--- src/rtl/bcd_timer_display.sv ---
// N-digit BCD elapsed-time counter with start/stop/clear control and a
// registered, scanned seven-segment driver (optional leading-zero blanking).
module bcd_timer_display #(
  parameter int unsigned DIGITS     = 2,
  parameter int unsigned TICK_DIV   = 2_000_000,
  parameter int unsigned SCAN_DIV   = 4,
  parameter bit          SATURATE   = 1'b1,
  parameter bit          LZB        = 1'b0,
  parameter bit          ACTIVE_LOW = 1'b0
) (
  input  logic                  clk,
  input  logic                  reset,
  input  logic                  start,
  input  logic                  stop,
  input  logic                  clear,
  input  logic                  blank,
  output logic [6:0]            seg,
  output logic [DIGITS-1:0]     digit_sel,
  output logic [4*DIGITS-1:0]   count_bcd,
  output logic                  running,
  output logic                  overflow
);

  localparam int unsigned TICK_W = $clog2(TICK_DIV);
  localparam int unsigned SCAN_W = (SCAN_DIV > 1) ? $clog2(SCAN_DIV) : 1;
  localparam int unsigned IDX_W  = (DIGITS > 1) ? $clog2(DIGITS) : 1;

  localparam logic [TICK_W-1:0] TICK_LAST = TICK_W'(TICK_DIV - 1);
  localparam logic [SCAN_W-1:0] SCAN_LAST = SCAN_W'(SCAN_DIV - 1);
  localparam logic [IDX_W-1:0]  IDX_LAST  = IDX_W'(DIGITS - 1);
  localparam logic [6:0]        SEG_OFF   = {7{ACTIVE_LOW}};
  localparam logic [DIGITS-1:0] SEL_OFF   = {DIGITS{ACTIVE_LOW}};

  typedef enum logic {ST_IDLE, ST_RUN} state_t;

  state_t                state_q;
  logic [TICK_W-1:0]     presc_q;
  logic [4*DIGITS-1:0]   count_q;
  logic                  ovf_q;
  logic [SCAN_W-1:0]     scan_q;
  logic [IDX_W-1:0]      idx_q;
  logic [6:0]            seg_q;
  logic [DIGITS-1:0]     sel_q;

  logic [4*DIGITS-1:0]   count_inc;
  logic                  all_nines;
  logic                  tick;
  logic [3:0]            cur_digit;
  logic [DIGITS-1:0]     upper_zero;
  logic                  zero_acc;
  logic                  blank_cur;

  function automatic logic [6:0] seg7(input logic [3:0] d);
    case (d)
      4'd0:    return 7'b0111111;
      4'd1:    return 7'b0000110;
      4'd2:    return 7'b1011011;
      4'd3:    return 7'b1001111;
      4'd4:    return 7'b1100110;
      4'd5:    return 7'b1101101;
      4'd6:    return 7'b1111101;
      4'd7:    return 7'b0000111;
      4'd8:    return 7'b1111111;
      4'd9:    return 7'b1101111;
      default: return 7'b0000000;
    endcase
  endfunction

  // Ripple carry through the digits; a carry out of the top digit means all-9s,
  // and in that case count_inc is already all zeros (the wrap value).
  always_comb begin
    count_inc = count_q;
    all_nines = 1'b1;
    for (int unsigned i = 0; i < DIGITS; i++) begin
      if (all_nines) begin
        if (count_q[4*i +: 4] == 4'd9) begin
          count_inc[4*i +: 4] = 4'd0;
        end else begin
          count_inc[4*i +: 4] = count_q[4*i +: 4] + 4'd1;
          all_nines           = 1'b0;
        end
      end
    end
  end

  assign tick = (state_q == ST_RUN) && (presc_q == TICK_LAST);

  always_ff @(posedge clk or posedge reset) begin
    if (reset) begin
      state_q <= ST_IDLE;
      presc_q <= '0;
      count_q <= '0;
      ovf_q   <= 1'b0;
    end else begin
      presc_q <= (state_q == ST_RUN && !tick) ? presc_q + TICK_W'(1) : '0;
      if (clear) begin
        state_q <= ST_IDLE;
        presc_q <= '0;
        count_q <= '0;
        ovf_q   <= 1'b0;
      end else if (stop) begin
        state_q <= ST_IDLE;
        presc_q <= '0;
      end else if (start && state_q == ST_IDLE && !(SATURATE && ovf_q)) begin
        state_q <= ST_RUN;
      end else if (tick) begin
        if (all_nines) begin
          ovf_q <= 1'b1;
        end
        if (all_nines && SATURATE) begin
          state_q <= ST_IDLE;
        end else begin
          count_q <= count_inc;
        end
      end
    end
  end

  always_ff @(posedge clk or posedge reset) begin
    if (reset) begin
      scan_q <= '0;
      idx_q  <= '0;
    end else if (scan_q == SCAN_LAST) begin
      scan_q <= '0;
      idx_q  <= (idx_q == IDX_LAST) ? '0 : idx_q + IDX_W'(1);
    end else begin
      scan_q <= scan_q + SCAN_W'(1);
    end
  end

  // upper_zero[i]: digit i and every digit above it are zero.
  always_comb begin
    cur_digit  = '0;
    upper_zero = '0;
    zero_acc   = 1'b1;
    blank_cur  = blank;
    for (int unsigned k = 0; k < DIGITS; k++) begin
      zero_acc                 = zero_acc && (count_q[4*(DIGITS-1-k) +: 4] == 4'd0);
      upper_zero[DIGITS-1-k]   = zero_acc;
    end
    for (int unsigned i = 0; i < DIGITS; i++) begin
      if (idx_q == IDX_W'(i)) begin
        cur_digit = count_q[4*i +: 4];
        if (LZB && i > 0 && upper_zero[i]) begin
          blank_cur = 1'b1;
        end
      end
    end
  end

  always_ff @(posedge clk or posedge reset) begin
    if (reset) begin
      seg_q <= SEG_OFF;
      sel_q <= SEL_OFF;
    end else begin
      seg_q <= (blank_cur ? 7'b0000000 : seg7(cur_digit)) ^ SEG_OFF;
      sel_q <= (DIGITS'(1) << idx_q) ^ SEL_OFF;
    end
  end

  assign seg       = seg_q;
  assign digit_sel = sel_q;
  assign count_bcd = count_q;
  assign running   = (state_q == ST_RUN);
  assign overflow  = ovf_q;

endmodule

--- config.mk ---
export PLATFORM = sky130hd
export DESIGN_NAME = bcd_timer_display
export DESIGN_NICKNAME = d
export VERILOG_FILES = /design/src/rtl/bcd_timer_display.sv
export SDC_FILE = /design/constraint.sdc
export NUM_CORES = 1
export LEC_CHECK = 0
export ABC_CLOCK_PERIOD_IN_PS = 1690
export CORE_UTILIZATION = 53
export CTS_BUF_LIST = sky130_fd_sc_hd__clkbuf_8
export CTS_CLUSTER_DIAMETER = 60
export DETAILED_ROUTE_END_ITERATION = 12
export MAX_ROUTING_LAYER = met4
export PLACE_DENSITY = 0.81
export SYNTH_ARGS = -nofsm -noshare
export SYNTH_HDL_FRONTEND = slang
export SYNTH_SLANG_ARGS = --single-unit
--- constraint.sdc ---
create_clock -name clk -period 1.69 [get_ports clk]
set_input_delay 0.338 -clock clk [delete_from_list [all_inputs] [get_ports clk]]
set_output_delay 0.338 -clock clk [all_outputs]
set_load 0.005 [all_outputs]
==> results of run 1 <==
[worst max-delay path by stage]
stage / start / to / slack, ns / depth (start not counted)
4_1_cts: presc_q[0]$_DFF_PP0_ / count_bcd[4]$_DFFE_PP0P_ / -0.01 / 5
6_report: presc_q[11]$_DFF_PP0_ / presc_q[19]$_DFF_PP0_ / -0.08 / 5
3_3_place_gp: stop / count_bcd[6]$_DFFE_PP0P_ / -0.17 / 5
3_5_place_dp: stop / count_bcd[4]$_DFFE_PP0P_ / -0.19 / 5
2_1_floorplan: idx_q$_DFFE_PP0P_ / seg[5]$_DFF_PP0_ / 0.002 / 7
5_1_grt: presc_q[11]$_DFF_PP0_ / presc_q[19]$_DFF_PP0_ / -0.13 / 5
[logic make-up after synthesis]
group | Yosys count | share of synthesized area
AND/OR/NAND/NOR | 100 | 0.245
flip-flops | 43 | 0.459
AO/OA/AOI/OAI | 36 | 0.0892
buffers and inverters | 20 | 0.0454
XOR/XNOR | 14 | 0.0523
multiplexers | 11 | 0.0507
adder cells (fa/ha/maj) | 11 | 0.0587
[critical path: stages, from the launching register on]
cell	delay, ns
dfrtp_2	0.44
buf_4	0.15
and3_4	0.21
nand4_4	0.15
or4_1	0.56
a21oi_1	0.19
[per-layer routing]
metal | global-route usage | share of wire | up-vias
met5 | - | 0 | -
met4 | 0.107 | 0.044 | 0
met2 | 0.440 | 0.50 | 96
met3 | 0.0493 | 0.060 | 31
met1 | 0.335 | 0.39 | 1073
li1 | - | - | 997
[final cells by class]
type                    instances  area (µm²)
multi-input cells             172        1330
fillers                       229         783
clock inverters                 3        47.5
clock buffers                   5        68.8
well taps                      50        62.6
repair buffers                 80         696
inverters                      11        41.3
flip-flops and latches         43        1080
[metrics by stage]
step	cell area, µm²	setup slack [ns]
floorplan	2360	0.00152
global placement	2930	-0.173
detailed placement	2930	-0.191
CTS	3160	-0.0116
global route	3330	-0.132
finish	3330	-0.0838
[state kept, by name (all words and copies together), names as in the netlist]
signal and count:
running 1, presc_q 21, digit_sel 2, count_bcd 8, idx_q 1, seg 7, scan_q 2, overflow 1
[cell usage after synthesis, types with 2 or more instances]
cell type,count
a21oi_1,18
and2_1,4
and3_1,4
buf_2,3
buf_6,3
clkbuf_1,2
dfrtp_1,43
ha_1,11
inv_1,11
mux2_2,4
mux2i_1,6
nand2_1,12
nand3_1,12
nand3_2,2
nand3b_1,2
nand4_1,6
nand4_2,2
nor2_1,26
nor2b_1,4
nor3_1,4
nor4_1,3
o21ai_0,6
o31ai_1,8
or3_1,2
or4_1,8
xnor2_1,4
xor2_1,10
[power groups by stage]
stage	logic, µW	clock network, µW	registers [µW]
3_5_place_dp	82.5	0	1060
5_1_grt	95.4	890	1040
2_1_floorplan	29.9	0	1060
6_report	85.6	836	1040
3_3_place_gp	81.3	0	1060
4_1_cts	83.1	855	1040
[timing repair]
| action | CTS | global route |
|---|---|---|
| endpoints found under the setup margin | 31 | 31 |
| setup buffers | 5 | 8 |
| gates resized for setup | 20 | 28 |
| pin swaps | 7 | 7 |
==> metrics.md, run 1 <==
| Metric | Value |
|---|---|
| Top cells by area, synth | dfrtp_1 (46%), ha_1 (5.9%), nor2_1 (4.2%), a21oi_1 (3.8%), xor2_1 (3.7%) |
| Flops & latches, synth | 43 |
| Dpl cells | 343 |
| Post-Syn Instances | 235 |
| Post-synth EDFFs | 0 |
| Core Area | 4120 µm² |
| Pins Over Slew Limit | 0 |
| Sequential share of power | 0.530 |
| Leak | 0.00155 µW |
| First-pass GRT wire length | 9030 µm |
| Yosys warns | 0 |
| Status | complete, but fails checks |
| Mapped Nets | 252 |
| Final hold vios | 0 |
| Htree depth | 2 |
| Worst Max-Slew Pin Slew | 0.480 ns |
| Post-route DRC | 0 |
| Starting Density | 0.569 |
| Max rail drop VDD | 0.558 mV |
| GRT Residual Overflow | 0 |
| RSZ-0062 raised after global routing | true |
| CTS tree | built |
| Commonest non-fill, non-tap cell in the layout | buf_4 |
| Root Driver | clkbuf_8 |
| Via count | 2197 |
| Gate power share | 0.044 |
| Non-Filler Instances | 364 |
| WL/cell | 18.2 µm |
| Syn Std Cell Area | 2340 µm² |
| Top Ports | 25 |
| Fmax | 564 MHz |
| Synth unique cells | 42 |
| Skew final | 0.00571 ns |
| Worst-Skew Late Latency | 0.31 ns |
| Synth async-reset ratio | 1.00 |
| Setup TNS | -0.267 ns |
| Vias per inst | 6.04 |
| Post-route setup slack | -0.0838 ns |
| Area leader, netlist | dfrtp_1 |
| Die area | 4690 µm² |
| End of the worst register-to-register path | presc_q[19]$_DFF_PP0_ |
| Placer Congestion | 0.821 |
| Longest Clk Path Bufs | 2 |
| Antenna violations before repair | 0 |
| Share of layout cells above drive strength 1 | 0.334 |
| Yosys top cell area share | 0.459 |
| Nature of the critical path endpoint | register |
| Hold slack | 0.387 ns |
| Antenna viol nets, final | 0 |
| Area growth, synth to finish | 42.2% |
| Clock share of power | 0.426 |
| Startpoint types | register |
| Detailed Place HPWL | 3790 µm |
| DR iter-0 viols | 190 |
| Critical Path RT | 1.92 ns |
| Avg Cell Area, Syn | 9.97 µm² |
| Clock transition at path regs | 0.09 ns |
| R2R setup slack | -0.08 ns |
| Pwr Total | 1960 µW |
| Pin count of the biggest net entering global routing | 44 |
| R2R depth | 5 |
| Cts hold-fix bufs | 0 |
| Relative slew slack | 0.677 |
| Cell-internal power | 1520 µW |
| Fin util | 0.810 |
| Clk sinks | 43 |
| Final antenna diode count | 0 |
| Sequential-to-total area share from yosys stat | 0.459 |
| Vias in the first global route | 2015 |
| Pre-antenna DRT Iters | 4 |
| Fin crit share | 1.05 |
| Failing checks | setup timing |
| Sw Ratio | 0.223 |
| Crit path max fanout | 8 |
| Worst R2R Start | presc_q[11]$_DFF_PP0_ |
| TritonCTS buffer count | 5 |
| Hold Path Class | in2async |
| Die Y | 68.5 µm |
| Setup violations, final | 7 |
| Psw | 437 µW |
| Nets | 330 |
| Total track usage | 0.272 |
| Main flop type after synthesis | dfrtp_1 |
| I/O Buffers | 24 |
| Setup CP Type | reg2reg |
| Num rows | 23 |
| Die W | 68.5 µm |
| MaxCap Viol Count | 0 |
| PD cells | 589 nW/µm² |
| Most frequent cells in the layout | buf_4 (51), dfrtp_1 (37), nor2_1 (26), clkdlybuf4s50_1 (21), a21oi_1 (13) |
| Tmin final | 1.77 ns |
| CP Data Arrival Time | 2.00 ns |
| DRT Wirelength | 6620 µm |
Note: power is estimated with default switching activity, not from simulation.
==> inputs of run 2 (changes only) <==
--- a/config.mk
+++ b/config.mk
@@ -8,2 +8,3 @@
 export ABC_CLOCK_PERIOD_IN_PS = 1690
+export CORE_MARGIN = 3
 export CORE_UTILIZATION = 53
==> constraint.sdc (replaced) <==
create_clock -name clk -period 1.69 [get_ports clk]
set_input_delay 0.507 -clock clk [delete_from_list [all_inputs] [get_ports clk]]
set_output_delay 0.507 -clock clk [all_outputs]
set_load 0.005 [all_outputs]
==> run 2 against run 1 <==
The run still ends with setup timing left. Die area is 12% higher. Global-route usage is 3.3 points lower. Cell count is 1.1% higher. Setup slack better by 0.0042 ns. Critical path type unchanged. Largest cell class unchanged. Non-clock buffer count is 4 higher.
==> metrics.md, run 2 (synthesized netlist as in run 1, its figures left out) <==
| Metric | Value |
|---|---|
| Status | complete, but fails checks |
| Failing checks | setup timing |
| Setup CP Type | reg2reg |
| Area growth, synth to finish | 42.3% |
| Antenna violations before repair | 0 |
| CTS tree | built |
| Vias in the first global route | 2072 |
| CP max stage cell | dfrtp_1 |
| Dpl cells | 343 |
| Worst-Skew Late Latency | 0.31 ns |
| Grt met2 use | 0.388 |
| MaxCap Viol Count | 0 |
| Die area | 5260 µm² |
| Non-Filler Instances | 368 |
| First-pass GRT wire length | 9560 µm |
| I/O Buffers | 24 |
| Placer Congestion | 0.821 |
| Total track usage | 0.239 |
| Crit path largest cell delay | 0.37 ns |
| TritonCTS buffer count | 5 |
| Vias per inst | 5.80 |
| Final instance area | 3330 µm² |
| Hold Path Class | reg2reg |
| Worst Max-Slew Pin Slew | 0.354 ns |
| Nets | 334 |
| Commonest non-fill, non-tap cell in the layout | buf_4 |
| Longest Clk Path Bufs | 2 |
| DR iter-0 viols | 200 |
| Startpoint types | register |
| RSZ-0062 raised after global routing | true |
| Relative slew slack | 0.762 |
| GR Layer Usage met3 | 0.0499 |
| Starting Density | 0.566 |
| Htree depth | 2 |
| Clock transition at path regs | 0.09 ns |
| DP Area | 2940 µm² |
| Post-route DRC | 0 |
| GRT Residual Overflow | 0 |
| Nature of the critical path endpoint | register |
| CP delay by family, top | simple AND/OR/NAND/NOR gates |
| Die W | 72.5 µm |
| Die Y | 72.5 µm |
| Setup violations, final | 7 |
| Reg area | 1080 µm² |
| PD cells | 583 nW/µm² |
| Core Area | 4140 µm² |
| Grt met1 use | 0.299 |
| Most frequent cells in the layout | buf_4 (53), dfrtp_1 (39), nor2_1 (25), a21oi_1 (16), clkdlybuf4s50_1 (12) |
| Most flops, register | presc_q |
| Fin crit share | 1.05 |
| Fmax | 565 MHz |
| Top Ports | 25 |
| Detailed Place HPWL | 3750 µm |
| Max rail drop VDD | 0.683 mV |
| Largest register FFs | 21 |
| Critical Path RT | 1.89 ns |
| Antenna viol nets, final | 0 |
| Cts hold-fix bufs | 0 |
| Share of layout cells above drive strength 1 | 0.343 |
| Num rows | 23 |
| Area of the multi-input gates | 1310 µm² |
| CP Data Arrival Time | 1.97 ns |
| Leak | 0.00155 µW |
| DRT Wirelength | 6530 µm |
| WP buf/inv | 1 |
| WL/cell | 17.8 µm |
| Clk sinks | 43 |
| Fill cell count | 229 |
| Final hold vios | 0 |
| Most crowded layer after global routing | met2 |
| Via count | 2134 |
| Root Driver | clkbuf_8 |
| Pins Over Slew Limit | 0 |
| Tmin final | 1.77 ns |
| Final antenna diode count | 0 |
| Fin util | 0.805 |
| Critical Path, Cell by Cell | ha_2 -> and3_4 -> nand4_1 -> buf_4 -> nor3_2 -> mux2_4 |
| Pin count of the biggest net entering global routing | 44 |
| Pre-antenna DRT Iters | 4 |
| Crit path max fanout | 6 |
| Skew final | 0.0125 ns |
| Post-route setup slack | -0.0796 ns |
[run 2: changes by cell type in the layout (fill, tap and decap cells not counted), sizes merged]
cell,delta
buf,+4
clkdlybuf4s50,-9
clkinv,+1
dlygate4sd2,+9
inv,-1
[run 2: what timing repair did]
| item | 4_1_cts | 5_1_grt |
|---|---|---|
| setup buffers | 11 | 6 |
| gates resized for setup | 24 | 29 |
| endpoints found under the setup margin | 25 | 24 |
| pin swaps | 11 | 14 |
[run 2: worst register-to-register path, delay by kind of cell, from the launching register on]
kind                       cells  cell delay (ns)
adders and majority gates      1             0.18
buffers and inverters          1             0.20
DFF                            1             0.37
muxes                          1             0.32
and+or+nand+nor                3             0.59
[run 2: path summary, 6_finish.rpt]
kind | to | cells after the start | start | slack [ns]
max | count_bcd[2]$_DFFE_PP0P_ | 6 | presc_q[0]$_DFF_PP0_ | -0.08
min | scan_q[0]$_DFF_PP0_ | 1 | scan_q[0]$_DFF_PP0_ | 0.43
max reg2reg | count_bcd[2]$_DFFE_PP0P_ | 6 | presc_q[0]$_DFF_PP0_ | -0.08
min reg2reg | scan_q[0]$_DFF_PP0_ | 1 | scan_q[0]$_DFF_PP0_ | 0.43
max in group asynchronous | idx_q$_DFFE_PP0P_ | 3 | reset | 0.92
min in group asynchronous | presc_q[7]$_DFF_PP0_ | 3 | reset | 0.55
[run 2: power breakdown]
group          internal (µW)  total [µW]  leakage (µW)  switching, µW
Sequential              1040        1040      0.000570           2.68
Clock                    440         821     0.0000581            381
Combinational           39.2        85.4      0.000926           46.2
[run 2: metrics by stage]
step                hold slack, ns  setup WS [ns]  power, µW   TNS, ns
floorplan                    0.352        0.00152       1090         0
global placement             0.413         -0.353       1140     -2.59
detailed placement           0.425         -0.379       1140     -2.98
CTS                          0.437       -0.00370       1950  -0.00682
global route                 0.476         -0.148       2000     -2.61
finish                       0.433        -0.0796       1950    -0.347
[run 2: final cells by class]
class / count / area share
inverters: 11 / 0.0124
multi-input cells: 172 / 0.392
well taps: 50 / 0.0188
clock buffers: 5 / 0.0206
repair buffers: 84 / 0.219
clock inverters: 3 / 0.0131
flip-flops and latches: 43 / 0.324
[run 2: per-layer routing]
metal	vias up	routed length, µm
li1	999	-
met1	1029	2630
met2	83	3410
met3	23	317
met4	0	174
met5	-	0
==> inputs of run 3 (changes only) <==
CORE_ASPECT_RATIO = 1.2   (was default)
RECOVER_POWER = 100   (was default)
==> run 3 against run 2 <==
The run still ends with setup timing left. Die area barely moved. First-iteration DRC count increased by 30%. Global-route usage increased by 2.2 points. Clock skew fell by 0.0034 ns. Cell count is 1.1% higher. Critical path depth down 1. Non-clock buffer count unchanged. Clock power rose by 3.8%. Sequential power is essentially flat. Setup slack got worse by 0.080 ns. Flip-flop and latch count is the same. Largest cell class unchanged.
==> metrics.md, run 3 (synthesized netlist as in run 1, its figures left out) <==
| Metric | Value |
|---|---|
| Htree depth | 2 |
| Antenna viol nets, final | 0 |
| Relative slew slack | 0.358 |
| Status | complete, but fails checks |
| RSZ-0062 raised after global routing | true |
| Fmax | 541 MHz |
| Post-route setup slack | -0.159 ns |
| Max rail drop VDD | 0.553 mV |
| Nets | 334 |
| Longest Clk Path Bufs | 2 |
| Hold EP | scan_q[0]$_DFF_PP0_ |
| Die Y | 78.8 µm |
| Critical Path RT | 1.89 ns |
| Tmin final | 1.85 ns |
| Root Driver | clkbuf_8 |
| Leak | 0.00149 µW |
| Placer Congestion | 0.817 |
| MaxCap Viol Count | 0 |
| Grt met1 use | 0.309 |
| Top Ports | 25 |
| Skew final | 0.00908 ns |
| Fin crit share | 1.09 |
| Nature of the critical path endpoint | register |
| Clk sinks | 43 |
| Worst Max-Slew Pin Slew | 0.963 ns |
| Die area | 5260 µm² |
| Die W | 66.7 µm |
| CTS tree | built |
| Post-route DRC | 0 |
| Most crowded layer after global routing | met2 |
| R2R depth | 5 |
| Pin count of the biggest net entering global routing | 44 |
| End of the worst register-to-register path | count_bcd[5]$_DFFE_PP0P_ |
| Largest register FFs | 21 |
| Final hold vios | 0 |
| Area growth, synth to finish | 41.6% |
| Hold Path Class | reg2reg |
| DR iter-0 viols | 259 |
| Worst hold stages | 1 |
| Setup WS pre-CTS | -0.389 ns |
| Commonest non-fill, non-tap cell in the layout | buf_4 |
| Failing checks | setup timing |
| DRT Wirelength | 6920 µm |
| GR Layer Usage met3 | 0.0509 |
| Hold slack | 0.431 ns |
| R2R setup slack | -0.16 ns |
| Detailed Place HPWL | 3680 µm |
| Fin util | 0.810 |
| Clock transition at path regs | 0.09 ns |
| Worst R2R Start | presc_q[7]$_DFF_PP0_ |
| Cts hold-fix bufs | 0 |
| Via count | 2259 |
| Grt met2 use | 0.424 |
| Vias in the first global route | 2190 |
| I/O Buffers | 24 |
| Most frequent cells in the layout | buf_4 (50), dfrtp_1 (36), nor2_1 (25), a21oi_1 (14), nand2_1 (12) |
| Vias per inst | 6.07 |
| PD cells | 595 nW/µm² |
| Total track usage | 0.260 |
| Setup TNS | -1.27 ns |
| Most flops, register | presc_q |
| Starting Density | 0.572 |
| Core Area | 4100 µm² |
| Worst hold start | scan_q[0]$_DFF_PP0_ |
| Crit path launch | presc_q[7]$_DFF_PP0_ |
| Setup violations, final | 15 |
| CP Data Arrival Time | 2.05 ns |
| WL/cell | 18.6 µm |
| Worst-Skew Late Latency | 0.31 ns |
| Setup CP Type | reg2reg |
| First-pass GRT wire length | 10200 µm |
| Share of layout cells above drive strength 1 | 0.346 |
| Pins Over Slew Limit | 0 |
| Final antenna diode count | 0 |
| Antenna violations before repair | 0 |
| Startpoint types | register |
| GRT Residual Overflow | 0 |
| Crit path max fanout | 4 |
| TritonCTS buffer count | 5 |
| Pre-antenna DRT Iters | 5 |
| Num rows | 25 |
run 3: changes by cell type in the layout (fill, tap and decap cells not counted), sizes merged:
cell,before,now
dlygate4sd2,9,6
clkdlybuf4s50,12,11
dlymetal6s2s,3,0
clkbuf,5,10
dlygate4sd3,0,1
buf,60,56
inv,11,10
clkdlybuf4s25,0,6
run 3: worst max-delay path by stage:
stage	to	cells past startpoint	slack, ns
4_1_cts	count_bcd[6]$_DFFE_PP0P_	5	-0.008
6_report	count_bcd[5]$_DFFE_PP0P_	5	-0.16
5_1_grt	count_bcd[5]$_DFFE_PP0P_	5	-0.21
3_3_place_gp	count_bcd[6]$_DFFE_PP0P_	5	-0.34
3_5_place_dp	count_bcd[6]$_DFFE_PP0P_	5	-0.39
2_1_floorplan	seg[5]$_DFF_PP0_	7	0.002
run 3: metal layers:
| metal | routed length, µm | share of wire |
|---|---|---|
| met5 | 0 | 0 |
| met3 | 442 | 0.064 |
| met2 | 3510 | 0.51 |
| met4 | 290 | 0.042 |
| met1 | 2680 | 0.39 |
run 3: area by class of cell:
type	count	area, µm²
multi-input combinational	172	1320
sequential	43	1080
fill	234	778
timing repair buffer	84	693
clock buffer	6	82.6
tap	54	67.6
inverter	11	41.3
clock inverter	2	35.0
run 3: timing repair:
action,CTS,global route
pin swaps,13,7
endpoints found under the setup margin,35,43
setup buffers,16,3
gates cloned,0,1
resized for setup,27,34
run 3: stage by stage:
stage | power, µW | cell area [µm²] | cells
2_1_floorplan | 1090 | 2360 | 235
3_3_place_gp | 1140 | 2910 | 344
3_5_place_dp | 1140 | 2910 | 344
4_1_cts | 1980 | 3210 | 368
5_1_grt | 2030 | 3320 | 372
6_report | 1970 | 3320 | 372
run 3: worst max-delay path, cell delays in order, from the launching register on:
cell and delay (ns):
dfrtp_2 0.47, buf_6 0.14, nor4bb_1 0.26, nand4_1 0.24
nor3_2 0.26, mux2_2 0.37
run 3: where the power goes:
| part | switching (µW) | total, µW | internal, µW | leakage (µW) |
|---|---|---|---|---|
| Clock | 373 | 852 | 478 | 0.0000612 |
| Combinational | 48.5 | 83.8 | 35.4 | 0.000861 |
| Sequential | 2.78 | 1040 | 1040 | 0.000565 |
| Total | 425 | 1970 | 1550 | 0.00149 |
